`config.mk`:
```
export PLATFORM = sky130hd
export DESIGN_NAME = ahb_addr_decoder
export DESIGN_NICKNAME = d
export VERILOG_FILES = /design/src/rtl/ahb_addr_decoder.sv
export SDC_FILE = /design/constraint.sdc
export NUM_CORES = 1
export LEC_CHECK = 0
export ABC_AREA = 1
export CAP_MARGIN = 20
export CORE_AREA = 2 2 84 86
export CTS_BUF_LIST = sky130_fd_sc_hd__clkbuf_8 sky130_fd_sc_hd__clkbuf_16
export CTS_CLUSTER_DIAMETER = 100
export DETAILED_ROUTE_END_ITERATION = 10
export DIE_AREA = 0 0 86 88
export DONT_BUFFER_PORTS = 1
export SLEW_MARGIN = 20
export SYNTH_ARGS = -nofsm -noshare
export SYNTH_HDL_FRONTEND = slang
export SYNTH_SLANG_ARGS = --single-unit
```
`constraint.sdc`:
```
create_clock -name Hclk -period 2.5 [get_ports Hclk]
set_clock_uncertainty 0.2 [all_clocks]
set_input_delay 0.25 -clock Hclk [delete_from_list [all_inputs] [get_ports Hclk]]
set_output_delay 0.25 -clock Hclk [all_outputs]
set_load 0.005 [all_outputs]
```
`src/rtl/ahb_addr_decoder.sv`:
```
// AHB-lite address decoder and slave-response multiplexer with a built-in
// default slave that answers unmapped transfers with a two-cycle ERROR.
module ahb_addr_decoder #(
    parameter int NUM_SLAVES = 4,
    parameter int ADDR_W     = 32,
    parameter int DATA_W     = 32,
    parameter int SEL_LSB    = 28,
    parameter int SEL_W      = 4,
    parameter int CNT_W      = 8
) (
    input  logic                         Hclk,
    input  logic                         Hreset,
    input  logic [ADDR_W-1:0]            Haddr,
    input  logic [1:0]                   Htrans,
    output logic [NUM_SLAVES-1:0]        Hsel,
    input  logic [NUM_SLAVES*DATA_W-1:0] Hrdata_s,
    input  logic [NUM_SLAVES-1:0]        Hreadyout_s,
    input  logic [NUM_SLAVES-1:0]        Hresp_s,
    output logic [DATA_W-1:0]            Hrdata,
    output logic                         Hready,
    output logic                         Hresp,
    output logic [CNT_W-1:0]             Herr_cnt
);

    localparam int DEF = NUM_SLAVES;
    localparam logic [NUM_SLAVES:0] DSEL_DEF = {1'b1, {NUM_SLAVES{1'b0}}};

    typedef enum logic [1:0] {
        D_IDLE,
        D_ERR1,
        D_ERR2
    } dflt_state_t;

    logic [SEL_W-1:0]    idx;
    logic                mapped;
    logic                err_start;
    logic [NUM_SLAVES:0] dsel;
    dflt_state_t         d_state;
    logic                d_ready;
    logic                d_resp;
    logic                unused_bits;

    assign idx       = Haddr[SEL_LSB +: SEL_W];
    assign mapped    = {1'b0, idx} < (SEL_W+1)'(NUM_SLAVES);
    assign err_start = Hready && !mapped && Htrans[1];

    // Address bits outside the region field and Htrans[0] play no part in decode.
    assign unused_bits = ^{Haddr, Htrans[0]};

    // NOTE: every output of a combinational block gets a default first so no latch is inferred.
    always_comb begin
        Hsel = '0;
        for (int i = 0; i < NUM_SLAVES; i++) begin
            Hsel[i] = (idx == SEL_W'(i));
        end
    end

    // The data-phase owner drives the response; the default slave is the fallback.
    always_comb begin
        Hrdata = '0;
        Hready = ~dsel[DEF] | d_ready;
        Hresp  = dsel[DEF] & d_resp;
        for (int i = 0; i < NUM_SLAVES; i++) begin
            if (dsel[i]) begin
                Hrdata = Hrdata_s[i*DATA_W +: DATA_W];
                Hready = Hreadyout_s[i];
                Hresp  = Hresp_s[i];
            end
        end
    end

    // NOTE: sequential state uses non-blocking assignments so all registers update together.
    always_ff @(posedge Hclk) begin
        if (Hreset) begin
            dsel <= DSEL_DEF;
        end else if (Hready) begin
            dsel <= mapped ? {1'b0, Hsel} : DSEL_DEF;
        end
    end

    // Default slave: ready/resp are registered alongside the state they belong to.
    always_ff @(posedge Hclk) begin
        if (Hreset) begin
            d_state  <= D_IDLE;
            d_ready  <= 1'b1;
            d_resp   <= 1'b0;
            Herr_cnt <= '0;
        end else begin
            case (d_state)
                D_IDLE: begin
                    if (err_start) begin
                        d_state <= D_ERR1;
                        d_ready <= 1'b0;
                        d_resp  <= 1'b1;
                    end
                end
                D_ERR1: begin
                    d_state <= D_ERR2;
                    d_ready <= 1'b1;
                    d_resp  <= 1'b1;
                end
                D_ERR2: begin
                    if (Herr_cnt != '1) begin
                        Herr_cnt <= Herr_cnt + CNT_W'(1);
                    end
                    if (err_start) begin
                        d_state <= D_ERR1;
                        d_ready <= 1'b0;
                        d_resp  <= 1'b1;
                    end else begin
                        d_state <= D_IDLE;
                        d_ready <= 1'b1;
                        d_resp  <= 1'b0;
                    end
                end
                default: begin
                    d_state <= D_IDLE;
                    d_ready <= 1'b1;
                    d_resp  <= 1'b0;
                end
            endcase
        end
    end

endmodule

```
Word-level counts from Yosys, hierarchy flattened
Cells that the tools add are included.
{"block": "word_totals", "in_bits": 172, "regBits": 17, "word_cells": 45, "out_inout_bits": 46}
{"block": "op_classes", "reduce_logical": 6, "mux": 22, "n_addsub": 1, "eq_ne": 7, "order_cmp": 1, "n_bitwise": 3}
{"op": "$mux W32", "count": 4}
{"op": "$mux W1", "count": 13}
{"op": "$add A8 B1 Y8 const B", "count": 1}
{"op": "$eq A4 B2 Y1 const B", "count": 2}
{"op": "$ne A8 B8 Y1 const B", "count": 1}
{"op": "$pmux W2 S3", "count": 1}
{"op": "$mux W5", "count": 1}
{"op": "$eq A4 B1 Y1 const B", "count": 1}
{"op": "$logic_not A4 Y1", "count": 1}
{"op": "$lt A4 B3 Y1 const B", "count": 1}
{"op": "$pmux W1 S3", "count": 1}
{"op": "$eq A2 B1 Y1 const B", "count": 1}
{"op": "$eq A2 B2 Y1 const B", "count": 1}
{"op": "$logic_and A1 B1 Y1", "count": 2}
{"op": "$logic_not A2 Y1", "count": 1}
{"op": "$mux W2", "count": 1}
{"op": "$ne A2 B2 Y1 const B", "count": 1}
{"op": "$pmux W1 S2", "count": 1}
{"op": "$reduce_and A2 Y1", "count": 1}
{"op": "$and A1 B1 Y1", "count": 1}
{"op": "$logic_not A1 Y1", "count": 1}
{"op": "$not A1 Y1", "count": 1}
{"op": "$or A1 B1 Y1", "count": 1}

Logic depth before layout (Yosys ltp)
{"block": "logic_depth", "ltp_word": 10, "ltp_mapped": 9, "ltp_nobuf": 9}

Worst setup path before layout
Ideal clock, no wire load.
{"block": "synth_timing", "kind": "register -> register", "startpoint": "register Herr_cnt[0]", "endpoint": "register Herr_cnt[2]", "synth_period_minus_slack_ns": 1.473, "setup_time_ns": 0.119, "slack_ns": 1.027, "required_time_ns": 2.181, "arrival_ns": 1.154, "path_buffers": 1, "stages_incl_launch_ff": 10, "path_cell_list": "dfxtp_1 > ha_1 > nand3_1 > nor2_2 > nand2_1 > nand2_2 > buf_6 > nor2_1 > o21ai_1 > nor2_1"}
{"block": "synth_via", "elab_chain_len": 2, "elab_cells_between_ends": 3, "cone_classes": "add/sub: 1; eq/ne: 1; reduce/logical: 1"}
{"element": "start: declaration", "line_no": "22", "source": "output logic [CNT_W-1:0] Herr_cnt"}
{"element": "start signal: assignment", "line_no": "104", "source": "Herr_cnt <= Herr_cnt + CNT_W'(1);"}
{"element": "branches (longest 2 deep; another with $add A8 B1 Y8)"}
Parallel ways; which one is timed is not known.
A chain may end at the register's enable or synchronous reset.

Worst setup path after layout
{"block": "layout_timing", "startpoint": "register dsel[0]", "endpoint": "output port Hrdata[10]"}
{"block": "layout_via", "elab_chain_len": 4}
{"element": "start: declaration", "line_no": "37", "source": "logic [NUM_SLAVES:0] dsel;"}
{"element": "start signal: assignment", "line_no": "77", "source": "dsel <= mapped ? {1'b0, Hsel} : DSEL_DEF;"}
{"element": "$mux W32 (4 in series)", "line_no": "64", "source": "if (dsel[i]) begin"}
{"element": "end: declaration", "line_no": "19", "source": "output logic [DATA_W-1:0] Hrdata,"}
No other way between the ends.

==> summary.md <==
| Metric | Value |
|---|---|
| Outcome | `completed` |
| Max FO, Critical Path | `32` |
| Worst path depth | `7` |
| Die area | `between 7000 and 8000 sq um` |
| Die W | `86 microns` |
| Drt drc | `0` |
| Crit Path Class | `reg2out` |
| Post-synth ARST share | `0%` |
| Leading area contributor after synthesis | `nand2_1` |
| Number of flops mapped to enable cells by yosys | `0` |
| Num CTS Buffers | `3` |
| Setup slack at placement | `0.660 ns` |
| Period utilization | `between 80 and 90%` |
| PortBufs | `0` |
| WL per Instance | `15.1 microns` |
| Fin. max-slew vios | `0` |
| Synthesized Nets | `~530` |
| Max_cap viols | `0` |
| Grt peak-use layer | `met2` |
| Final min period | `2.08 ns` |
| RSZ-0062 raised after global routing | `false` |
| IO Pins | `218` |
| Area grow syn2layout | `4.00%` |
| Row cnt | `30` |
| Worst r2r path cells | `8` |
| DR vias | `between 2000 and 2500` |
| Cells along the critical path | `inv_1 -> nor2_4 -> buf_4 -> nand2_1 -> nand2_1 -> o21ai_0 -> o21ai_1` |
| Worst relative slew slack | `about two thirds` |
| Routed WL | `6380 microns` |
| Root Driver | `clkbuf_8` |
| Proportion of netlist area held by the largest area contributor | `25.6%` |
| Arr. time, crit path | `between 1.5 and 2 ns` |
| Number of non-filler instances in the completed layout | `422` |
| Crit path max-delay family | `buffers and inverters` |
| GRT Overall Usage | `14.3%` |
| Worst setup EP type | `output port` |
| Latest clock arrival within the worst-skew pair | `0.25 ns` |
| Vias in the first global route | `roughly 1800` |
| Clock transition at the registers of the reported paths | `0.07 ns` |
| TritonCTS clock tree | `yes` |
| CP peak stage delay | `0.39 ns` |
| Drt first pass iters | `5` |
| Die height | `88 microns` |
| Initial DRC count | `146` |
| Fmax achieved | `482 MHz` |
| Core area | `6640 sq um` |
| Met1 usage | `16.7%` |
| Cell Pwr Density | `between 700 and 800 nW/um^2` |
| CP required | `2.05 ns` |
| Diodes inserted | `0` |
| Synthesized instance count | `353` |
| Yosys warning total | `0` |
| Setup ws final | `between 0.4 and 0.5 ns` |
| FILL cells | `roughly 760` |
| Setup repair bufs after CTS | `0` |
| Most frequent cells in the layout | `nand2_1 (128), a21oi_1 (45), o21ai_1 (36)` |
| Hold WS | `0.0748 ns` |
| Clock Sinks | `17` |
| Final hold vios | `0` |
| Worst IR Drop VDD | `roughly 0.00024 V` |
| Antenna-violating nets left | `0` |
| Most common cell after layout, fill and taps aside | `nand2_1` |
| Cell with the largest stage delay on the worst path | `dfxtp_1` |
| Hold depth | `4` |
| Hold crit path type | `in2reg` |
| Pleak | `0.867 nW` |
| Largest net degree at the start of global routing | `37` |
| Buf/Inv on CP | `2` |
| Critical Path Most Common Cell | `nand2_1` |
| RD Place Congestion | `roughly 0.73` |
| Met2 GRT Util | `26.8%` |
| Predominant post-synthesis flop cell | `dfxtp_1` |
| Cell count after placement | `between 400 and 500` |
| HPWL after DPL | `5030 microns` |
| Starting density of the core | `28.3%` |
| Sequential share of the synthesized area | `a little under a fifth` |
| Least-Margin Pin Slew | `about 0.47 ns` |
| Register bit total from synthesis | `17` |
| Maximum buffer depth of the clock tree | `2` |
| Post-synthesis area per instance | `5.32 sq um` |
| Setup-failing EPs final | `0` |
| Synth cell types | `27` |
| Synth area leaders | `nand2_1 (26%), dfxtp_1 (18%), a21oi_1 (12%)` |
| Total gr overflow | `0` |
| First-pass GRT wire length | `8580 microns` |
| Final total negative setup slack | `0 ns` |
| DR vias/cell | `5.35` |
| Layout cell share with drive strength beyond 1 | `5.26%` |
| Final Net Count | `516` |
| Initial antenna violation count | `0` |
| H-tree depth | `1` |
| Worst setup SP type | `flip-flop` |
| Mapped Area | `1880 sq um` |
| Met3 GRT Util | `2.64%` |
[kinds of logic after synthesis]
logic type	Yosys count	synth area share [%]
DFF	17	18.1
xor gates and xnor gates	4	1.87
buffers and inverters	48	12.2
AOI/OAI and AO/OA	114	30.5
adders and majority gates	1	0.666
and+or+nand+nor	169	36.6
[area by class of cell]
type / instances / area [sq um] / area share [%]
clock inverters: 1 / 5.00 / 0.256
inverters: 25 / 93.8 / 4.80
well taps: 80 / 100 / 5.12
multi-input cells: 288 / 1310 / 67.0
flip-flops and latches: 17 / 342 / 17.5
clock buffers: 3 / 41.3 / 2.11
repair buffers: 8 / 62.6 / 3.20
[registers in the layout (all words and copies together), names as in the netlist]
name      flops
d_resp        1
d_ready       1
d_state       2
Herr_cnt      8
dsel          5
[through the flow]
| step | utilization [%] | power, mW | cell area (sq um) |
|---|---|---|---|
| final | 29.4 | 1.47 | 1950 |
| after global routing | 29.4 | 1.62 | 1950 |
| after CTS | 29.4 | 1.48 | 1950 |
| after detailed placement | 28.5 | 1.27 | 1900 |
| after global placement | 28.5 | 1.25 | 1900 |
| after floorplan | - | 1.12 | 1880 |
[synth_stat cells (2+ instances only)]
library cell / instances
nand2_2: 2
nand4_1: 2
nand3_1: 14
buf_2: 6
a21oi_1: 45
o21ai_1: 36
o21ai_0: 32
xor2_1: 3
buf_6: 5
nand2_1: 128
nor2_1: 17
inv_1: 23
clkbuf_1: 10
dfxtp_1: 17
[worst register-to-register path, delay by kind of cell, from the launching register on]
family        cells  cell delay [ns]
buf+inv           1             0.15
flops             1             0.41
simple gates      6             0.64
fa+ha+maj         1             0.20
[per-layer routing]
layer	share of wire, %	routed length, microns
met1	38	2400
met2	53	3370
met3	9.4	598
met4	0.25	16
met5	0	0
[repair_timing]
item                                   4_1_cts  5_1_grt
hold buffers                                 1        0
resized for setup                            0        0
endpoints found under the hold margin        6        0
[power by group]
part / total (mW) / internal [mW] / switching [mW]
registers: 0.347 / 0.315 / 0.0323
logic: 0.923 / 0.312 / 0.611
clock network: 0.202 / 0.110 / 0.0918
total: 1.47 / 0.737 / 0.735
[worst paths after layout]
| kind | endpoint | from | slack, ns |
|---|---|---|---|
| worst max register to register | Herr_cnt[1] | Herr_cnt[0] | 0.81 |
| worst max-delay path | Hrdata[10] | dsel[0] | 0.42 |
| worst min register to register | dsel[4] | dsel[4] | 0.29 |
| worst min-delay path | d_state[0] | Htrans[1] | 0.07 |
No activity file was read; power rests on OpenSTA's default activity.
==> variant (same flow settings) <==
`NUM_SLAVES`: 4 -> 2.
--- a/src/rtl/ahb_addr_decoder.sv
+++ b/src/rtl/ahb_addr_decoder.sv
@@ -2,5 +2,5 @@
 // default slave that answers unmapped transfers with a two-cycle ERROR.
 module ahb_addr_decoder #(
-    parameter int NUM_SLAVES = 4,
+    parameter int NUM_SLAVES = 2,
     parameter int ADDR_W     = 32,
     parameter int DATA_W     = 32,
Interface: changed (resized Hrdata_s, Hreadyout_s, Hresp_s and Hsel); port bits go from 218 to 148. No check against the original RTL was run, so the function may have changed too.
==> variant against the original RTL <==
  * Routed wire length is 44% lower
  * Sequential share of layout area is 4.9 points higher
  * First-iteration DRC count decreased by 79%
  * Setup slack better by 0.26 ns
  * Synthesized area decreased by 35%
  * Register-to-register slack gained 0.07 ns
  * Sequential cell count is 2 lower
  * Sequential power shrank 25%
  * Total power is 64% lower
  * Global-route usage down 5.5 points
  * Cell area fell by 31%
  * Synthesized cell count decreased by 37%
==> variant: results <==
set metrics [dict create \
    status "finished, final reports clean" \
    dp_hpwl_mm 2.79 \
    power_leakage_nw 0.642 \
    critPathArrivalTime_ns 1.36 \
    grt_pass1_vias 1233 \
    syn_area_per_cell_um2 5.45 \
    track_usage_pct 8.77 \
    crit_path_max_fanout 30 \
    place_area_mm2 0.00128 \
    drive_gt1_share_pct 6.36 \
    first_pass_iters 4 \
    r2r_end "Herr_cnt[7]" \
    grt_max_degree 33 \
    pre_cts_ws_ns 0.914 \
    whs_endpoint "dsel[2]" \
    synth_nets 328 \
    whs_ns 0.0284 \
    min_from "Hreset" \
    synth_cell_types 22 \
    r2r_setup_slack_ns 0.88 \
    worst_ir_drop_vdd_mv 0.281 \
    synth_area_leaders "nand2_1 29%, dfxtp_1 25%, nand3_1 16%, nor2_1 5.9%, inv_1 5.2%" \
    drt_iter0_drc 30 \
    slew_headroom_pct 73.6 \
    wl_per_cell_um 11.9 \
    synthTopCellsByCount "93 x nand2_1, 39 x nand3_1, 19 x nor2_1, 17 x inv_1, 15 x dfxtp_1" \
]
-- variant: cell types whose count changed after synthesis, sizes merged, moves of 2 or more --
cell,delta
buf,-5
inv,-5
a21oi,-37
nand2,-34
o21ai,-62
clkbuf,-7
nand3,+25
dfxtp,-2
-- variant: layer usage --
layer  wire (µm)  share of wire [%]  GRT usage (%)
met2        1790                 50           18.6
met3         389                 11           2.54
met4           0                  0           1.30
met5           0                  0              0
met1        1380                 39           8.30
-- variant: worst max-delay path by stage --
stage                 from     endpoint  slack, ns  cells after the start
2_1_floorplan  Herr_cnt[0]  Herr_cnt[0]       1.08                      8
3_3_place_gp   Herr_cnt[0]  Herr_cnt[1]       0.94                      8
3_5_place_dp   Herr_cnt[1]  Herr_cnt[7]       0.91                      8
4_1_cts            dsel[0]    Hrdata[8]       0.66                      3
5_1_grt            dsel[0]    Hrdata[1]       0.58                      3
6_report           dsel[0]    Hrdata[8]       0.69                      3
-- variant: final cells by class --
class                           count  area (µm²)
Timing Repair Buffer                4        32.5
Clock buffer                        3        41.3
Tap cell                           80         100
Fill cell                         767        5300
Sequential cell                    15         300
Multi-Input combinational cell    178         791
Inverter                           19        71.3
Clock inverter                      1        3.75
-- variant: power breakdown --
group	internal, mW	switching [mW]
logic	0.0259	0.0539
clock network	0.109	0.0833
registers	0.251	0.00974
-- variant: logic make-up (layout without fill, tap and decap cells) --
kind of cell / count (synthesis) / after routing / share of synthesized area (%)
compound gates: 14 / 14 / 6.07
simple gates: 160 / 160 / 55.8
xor+xnor: 3 / 3 / 2.16
fa+ha+maj: 1 / 1 / 1.03
buf+inv: 30 / 27 / 10.3
flops: 15 / 15 / 24.7
-- variant: worst max-delay path, stage by stage, from the launching register on --
cell	delay, ns
dfxtp_1	0.48
buf_4	0.36
nand3_1	0.15
nand2_1	0.11
